--- src/rtl/spongent_player.sv ---
`default_nettype none
// ============================================================================
// Module      : spongent_player
// Description : SPONGENT pLayer bit permutation for a WIDTH-bit state.
//               The permuted state is written CHUNK bits per clock into a
//               registered output; out_rdy flags the complete result.
//               Optional macro PLAYER_INPUT_LATCH_EN: capture state_in into
//               an internal register on the first edge after reset release
//               and permute from that copy (one extra clock of latency).
// Revision    : 1.0 - initial release
// ============================================================================
module spongent_player #(
    parameter int WIDTH = 264,
    parameter int CHUNK = 8
) (
    input  logic             clk,
    input  logic             rst,
    input  logic [WIDTH-1:0] state_in,
    output logic [WIDTH-1:0] state_out,
    output logic             out_rdy
);

    localparam int c_nchunk = WIDTH / CHUNK;
    localparam int c_cnt_w  = $clog2(c_nchunk);

    localparam logic [c_cnt_w-1:0] c_last_cnt = c_cnt_w'(c_nchunk - 1);

    localparam logic [1:0] c_st_busy    = 2'd0;
    localparam logic [1:0] c_st_done    = 2'd1;
`ifdef PLAYER_INPUT_LATCH_EN
    localparam logic [1:0] c_st_capture = 2'd2;
    localparam logic [1:0] c_st_start   = c_st_capture;
`else
    localparam logic [1:0] c_st_start   = c_st_busy;
`endif

    logic [1:0]         r_state;
    logic [c_cnt_w-1:0] r_cnt;
    logic [WIDTH-1:0]   r_state_out;
    logic               r_out_rdy;
    logic [WIDTH-1:0]   w_src;
    logic [WIDTH-1:0]   w_perm;

`ifdef PLAYER_INPUT_LATCH_EN
    logic [WIDTH-1:0]   r_src;
    assign w_src = r_src;
`else
    assign w_src = state_in;
`endif

    // Inverse-form crossbar: output bit i reads source bit 4*i mod (WIDTH-1).
    // Pure wiring; only the chunk selected by r_cnt is registered each clock.
    genvar gi;
    generate
        for (gi = 0; gi < WIDTH - 1; gi++) begin : g_perm
            assign w_perm[gi] = w_src[(4 * gi) % (WIDTH - 1)];
        end
    endgenerate
    assign w_perm[WIDTH-1] = w_src[WIDTH-1];

    // Sequencer: capture (optional), write one chunk per clock, then hold.
    always_ff @(posedge clk) begin
        if (!rst) begin
            r_state_out <= '0;
            r_out_rdy   <= 1'b0;
            r_cnt       <= '0;
            r_state     <= c_st_start;
        end else begin
            case (r_state)
`ifdef PLAYER_INPUT_LATCH_EN
                c_st_capture: begin
                    r_src   <= state_in;
                    r_state <= c_st_busy;
                end
`endif
                c_st_busy: begin
                    // Each chunk register loads only when its index is current,
                    // so earlier chunks stay stable and later ones stay zero.
                    for (int c = 0; c < c_nchunk; c++) begin
                        if (r_cnt == c_cnt_w'(c)) begin
                            r_state_out[c*CHUNK +: CHUNK] <= w_perm[c*CHUNK +: CHUNK];
                        end
                    end
                    if (r_cnt == c_last_cnt) begin
                        r_out_rdy <= 1'b1;
                        r_state   <= c_st_done;
                    end else begin
                        r_cnt <= r_cnt + c_cnt_w'(1);
                    end
                end
                default: begin
                    // Done: result and out_rdy held until the next reset.
                end
            endcase
        end
    end

    assign state_out = r_state_out;
    assign out_rdy   = r_out_rdy;

endmodule
`default_nettype wire

--- config.mk ---
export PLATFORM = sky130hd
export DESIGN_NAME = spongent_player
export DESIGN_NICKNAME = d
export VERILOG_FILES = /design/src/rtl/spongent_player.sv
export SDC_FILE = /design/constraint.sdc
export NUM_CORES = 1
export LEC_CHECK = 0
export CORE_AREA = 2 2 204 206
export CTS_CLUSTER_SIZE = 24
export DETAILED_ROUTE_END_ITERATION = 10
export DIE_AREA = 0 0 206 208
export GPL_ROUTABILITY_DRIVEN = 0
export PLACE_DENSITY_LB_ADDON = 0.15
export SLEW_MARGIN = 0
export SYNTH_ARGS = -nofsm -noshare
export SYNTH_HDL_FRONTEND = slang
export SYNTH_SLANG_ARGS = --single-unit
export TNS_END_PERCENT = 10
--- constraint.sdc ---
create_clock -name clk -period 1.8 [get_ports clk]
set_input_delay 0.27 -clock clk [delete_from_list [all_inputs] [get_ports clk]]
set_output_delay 0.27 -clock clk [all_outputs]
set_load 0.005 [all_outputs]
Word level (Yosys, flattened, before mapping)
Cells that the tools add are included.
Operators by class
  add/sub/neg operators: 1
  equal/unequal tests: 32
  bitwise gates (word level): 1
  reductions and logical operators: 36
Operator list (count)
  equality test 6 x 5 -> 1 bit, second input constant: 16
  AND reduction 2 bit: 34
  equality test 6 x 4 -> 1 bit, second input constant: 8
  equality test 6 x 3 -> 1 bit, second input constant: 4
  equality test 6 x 2 -> 1 bit, second input constant: 2
  adder 6 x 1 -> 6 bit, second input constant: 1
  equality test 6 x 1 -> 1 bit, second input constant: 1
  equality test 6 bit, second input constant: 1
  zero test 6 bit: 1
  zero test 2 bit: 1
  NOT 1 bit: 1
Word-level totals
  flip-flop bits (word level): 271
  input port bits: 266

Longest topological paths before layout
  depth in word-level cells: 3
  gate-level depth with buffers: 6
  gate-level depth less buffers: 5

Worst setup path before layout
OpenSTA, ideal clock, no wires.
  kind: reg2reg
  from: register r_cnt[0]
  to: register r_state_out[256], in the netlist state_out[256]
  setup time: 72 ps
  arrival: 1543 ps
  data required time: 1728 ps
  setup slack: 186 ps
  stages on the path, launching flop included: 7
  path through: dfxtp_1 > inv_1 > ha_1 > nand2b_1 > buf_2 > nor3_4 > mux2i_1
On the way
  word-level cells in the longest chain between the ends: 2
Ends and longest elaborated chain
  from (decl): RTL line 38  | logic [c_cnt_w-1:0] r_cnt;
  from (signal assigned): RTL line 88  | r_cnt <= r_cnt + c_cnt_w'(1);
  equality test 6 bit: RTL line 80  | if (r_cnt == c_cnt_w'(c)) begin
  AND reduction 2 bit (no line)
  to (signal, indexed assignment): RTL line 81  | r_state_out[c*CHUNK +: CHUNK] <= w_perm[c*CHUNK +: CHUNK];
  to (decl): RTL line 39  | logic [WIDTH-1:0] r_state_out;
Every way passes these cells.
A chain may end at the register's enable or synchronous reset.

Worst setup path in the final report
  from: register r_cnt[2]
  to: register r_state_out[2], in the netlist state_out[2]
On the way
  word-level cells in the longest chain between the ends: 2
Ends and longest elaborated chain (RTL line)
  zero test 6 bit: 80
  AND reduction 2 bit (no line)
Every way passes these cells.

==> results.py <==
metrics = {
    "status": {
        "outcome": "finished, final reports clean",
    },
    "layout": {
        "area_growth_pct": 64.9,
        "final_nets": 2032,
        "final_layout_size_suffix_gt1_share_pct": 7.78,
        "multi_input_area_mm2": 0.00553,
        "n_fill_cell": 3947,
        "instances_no_fill": 2318,
        "seq_area_mm2": 0.00543,
        "design_area_mm2": 0.0186,
        "final_util_pct": 45.9,
        "n_antenna_cell": 0,
    },
    "clock_tree": {
        "cts_made_buffers": 35,
        "path_clk_slew_ns": 0.06,
        "htreeDepth": 2,
        "cts_tree": "done",
        "cts_sinks": 271,
        "cts_root_buffer": "clkbuf_16",
        "clockBufferDepth": 3,
        "cts_setup_buffers": 0,
        "insertion_delay_ns": 0.53,
    },
    "yosys": {
        "syn_area_mm2": 0.0113,
        "synth_top_family_by_area": "simple AND/OR/NAND/NOR gates",
        "synth_compound_area_share_pct": 0.411,
        "synthDistinctLibCells": 36,
        "synthSimpleGateAreaFrac_pct": 24.4,
        "yosysSeqAreaShare_pct": 48.1,
        "synth_area_per_cell_um2": 9.27,
        "syn_nets": 1486,
        "synth_xor_xnor_area_share_pct": 0.155,
        "synth_cells": 1216,
        "muxShareOfSynthArea_pct": 23.5,
        "synth_fa_ha_area_share_pct": 0.444,
        "ys_warn_count": 0,
        "ys_ff_latch": 271,
    },
    "die": {
        "die_h_um": 208,
        "io-pin-count": 531,
        "dieArea_mm2": 0.0428,
        "die_w_um": 206,
        "coreArea_mm2": 0.0406,
        "start_util_pct": 27.8,
        "std_cell_rows": 74,
    },
    "power": {
        "switching_share_pct": 26.7,
        "peakVddDrop_mv": 0.614,
        "p_sw_mw": 4.31,
        "p_int_mw": 11.8,
        "p_clk_share_pct": 41.1,
        "seq_power_share_pct": 39.9,
        "leakage_nw": 6.91,
        "power_frac_comb_pct": 19.0,
        "p_per_area_mw_per_mm2": 866,
    },
    "worst_hold_path": {
        "hold_path_class": "in -> reg",
        "worstHoldEndpoint": "state_out[207]$_SDFFE_PN0P_",
        "hp-start": "rst",
        "whs_path_depth": 3,
    },
    "worst_setup_path": {
        "cp_data_arrival_time_ns": 2.22,
        "r2r_start": "r_cnt[2]$_SDFFE_PN0P_",
        "end_kind": "register",
        "crit_fanout": 8,
        "critPathRequiredTime_ns": 2.26,
        "rr_endpoint": "state_out[2]$_SDFFE_PN0P_",
        "regToRegSetupSlack_ns": 0.05,
        "startpoint_type": "register",
        "critPathMostFrequentCell": "buf_4",
        "worst-setup-path-type": "reg -> reg",
        "ff2ff_path_depth": 5,
        "cpMaxStageDelayCell": "or4_1",
        "slowest_delay_ns": 0.51,
        "critical_path_buf_inv_count": 2,
        "cp_top_family": "simple AND/OR/NAND/NOR gates",
        "worstPathCellList": "buf_4, or4_1, buf_4, nor2_8, mux2i_1",
    },
    "placed_design": {
        "dpl_cell_area_mm2": 0.0175,
        "dp_cells": 2257,
        "portBuffers": 530,
        "dp_hpwl_mm": 29.9,
    },
    "global_routing": {
        "grt.overflow.total": 0,
        "antenna_found_initial": 0,
        "grt.total_usage_pct": 17.8,
        "grt_max_degree": 94,
        "grt_pass1_wl_mm": 58.9,
        "grt_pass1_vias": 10024,
    },
    "flow_run": {
        "max-cap-violations": 0,
    },
    "route": {
        "route.detailed.drc": 0,
        "firstDrtPassIters": 4,
        "via_per_inst": 4.27,
        "finalWirelength_mm": 39.2,
        "final_antenna_net_count": 0,
        "wl_per_cell_um": 16.9,
        "vias": 9894,
        "drt_iter0_drc": 400,
    },
    "timing": {
        "hold_viol": 0,
        "fmax_mhz": 570,
        "tightestPinTransition_ns": 0.393,
        "setup_viol": 0,
        "period_minus_slack_ns": 1.75,
        "whs_ns": 0.105,
        "tns_ns": 0,
        "slew_violations": 0,
        "slew_headroom_pct": 73.8,
        "fin_worst_skew_ns": 0.0210,
        "finalCritPeriodShare_pct": 97.5,
        "rsz0062_at_grt": "yes",
    },
}
==> cells in the mapped netlist, drive strengths merged <==
master	number	share of area [%]
nor4	1	0.056
dfxtp	271	48
nand3b	1	0.067
or4	1	0.067
clkbuf	57	1.9
o21a	1	0.067
nor3	1	0.14
nor2b	1	0.056
a31oi	1	0.056
o311ai	2	0.16
and3	2	0.11
xnor2	2	0.16
mux2i	265	24
nand4b	2	0.16
nor2	34	4.9
ha	4	0.44
nand2b	5	0.28
o22ai	1	0.056
inv	3	0.10
a41oi	1	0.078
or3b	1	0.078
nand2	536	18
buf	15	0.92
nand4	1	0.056
nand3	2	0.089
nand4bb	1	0.10
and2	2	0.11
or4b	2	0.21
==> worst max path at each step <==
stage	endpoint	depth (start not counted)	startpoint	slack, ns
global placement	state_out[38]$_SDFFE_PN0P_	4	out_rdy$_SDFFE_PN0P_	0.05
CTS	state_out[88]$_SDFFE_PN0P_	5	out_rdy$_SDFFE_PN0P_	-0.0003
finish	state_out[2]$_SDFFE_PN0P_	5	r_cnt[2]$_SDFFE_PN0P_	0.05
detailed placement	state_out[59]$_SDFFE_PN0P_	4	out_rdy$_SDFFE_PN0P_	0.004
global route	state_out[2]$_SDFFE_PN0P_	5	r_cnt[2]$_SDFFE_PN0P_	-0.06
floorplan	state_out[256]$_SDFFE_PN0P_	6	r_cnt[0]$_SDFFE_PN0P_	0.19
==> logic make-up after synthesis <==
logic type / Yosys count
AOI/OAI and AO/OA: 6
xor gates and xnor gates: 2
adders and majority gates: 4
buffers and inverters: 75
DFF: 271
muxes: 265
and+or+nand+nor: 593
==> placed cells by master (no fill, tap or decap), drive strengths merged <==
| cell | count |
|---|---|
| a31oi | 1 |
| a41oi | 1 |
| and2 | 2 |
| and3 | 2 |
| buf | 52 |
| clkbuf | 55 |
| clkdlybuf4s50 | 527 |
| clkinv | 4 |
| clkinvlp | 2 |
| dfxtp | 271 |
| dlygate4sd2 | 2 |
| ha | 4 |
| inv | 3 |
| mux2i | 265 |
| nand2 | 536 |
| nand2b | 5 |
| nand3 | 2 |
| nand3b | 1 |
| nand4 | 1 |
| nand4b | 2 |
| nand4bb | 1 |
| nor2 | 34 |
| nor2b | 1 |
| nor3 | 1 |
| nor4 | 1 |
| o21a | 1 |
| o22ai | 1 |
| o311ai | 2 |
| or3b | 1 |
| or4 | 1 |
| or4b | 2 |
| xnor2 | 2 |
==> per-layer routing <==
layer	routed length (um)	global-route usage [%]	vias up
met5	0	0	-
met4	742	5.25	0
met3	3730	6.34	48
met2	18800	30.7	337
met1	16000	20.5	4472
li1	-	-	5037
==> through the flow <==
stage                     total power, mW  setup WS (ns)
after floorplan                      8.04          0.186
after global placement               9.65         0.0522
after detailed placement             9.66        0.00445
after CTS                            16.4      -0.000324
after global routing                 16.9        -0.0557
final                                16.1         0.0457
==> repair_timing <==
item / 4_1_cts / 5_1_grt
hold endpoints to repair: 0 / 0
hold buffers: 0 / 0
gates cloned: 0 / 0
resized for setup: 5 / 1
setup endpoints to repair: 9 / 119
pin swaps: 1 / 9
==> registers in the layout (all words and copies together), names as in the netlist <==
signal     flops
out_rdy        1
state_out    264
r_cnt          6
==> tightest hold or removal path: stages <==
cell	delay, ns
buf_8	0.16
nand2_1	0.09
mux2i_1	0.05
==> final cells by class <==
type / count / share of cell area (%)
inverter: 3 / 0.0606
clock buffer: 55 / 5.56
multi-input combinational: 870 / 29.8
sequential: 271 / 29.2
tap: 532 / 3.58
timing repair buffer: 581 / 31.7
clock inverter: 6 / 0.188
==> power by group through the flow <==
stage          sequential, mW  combinational [mW]  clock (mW)
2_1_floorplan            6.55                1.49           0
3_3_place_gp             6.54                3.11           0
3_5_place_dp             6.54                3.12           0
4_1_cts                  6.42                3.14        6.88
5_1_grt                  6.45                3.33        7.10
6_report                 6.43                3.07        6.62
No activity file was read; power rests on OpenSTA's default activity.
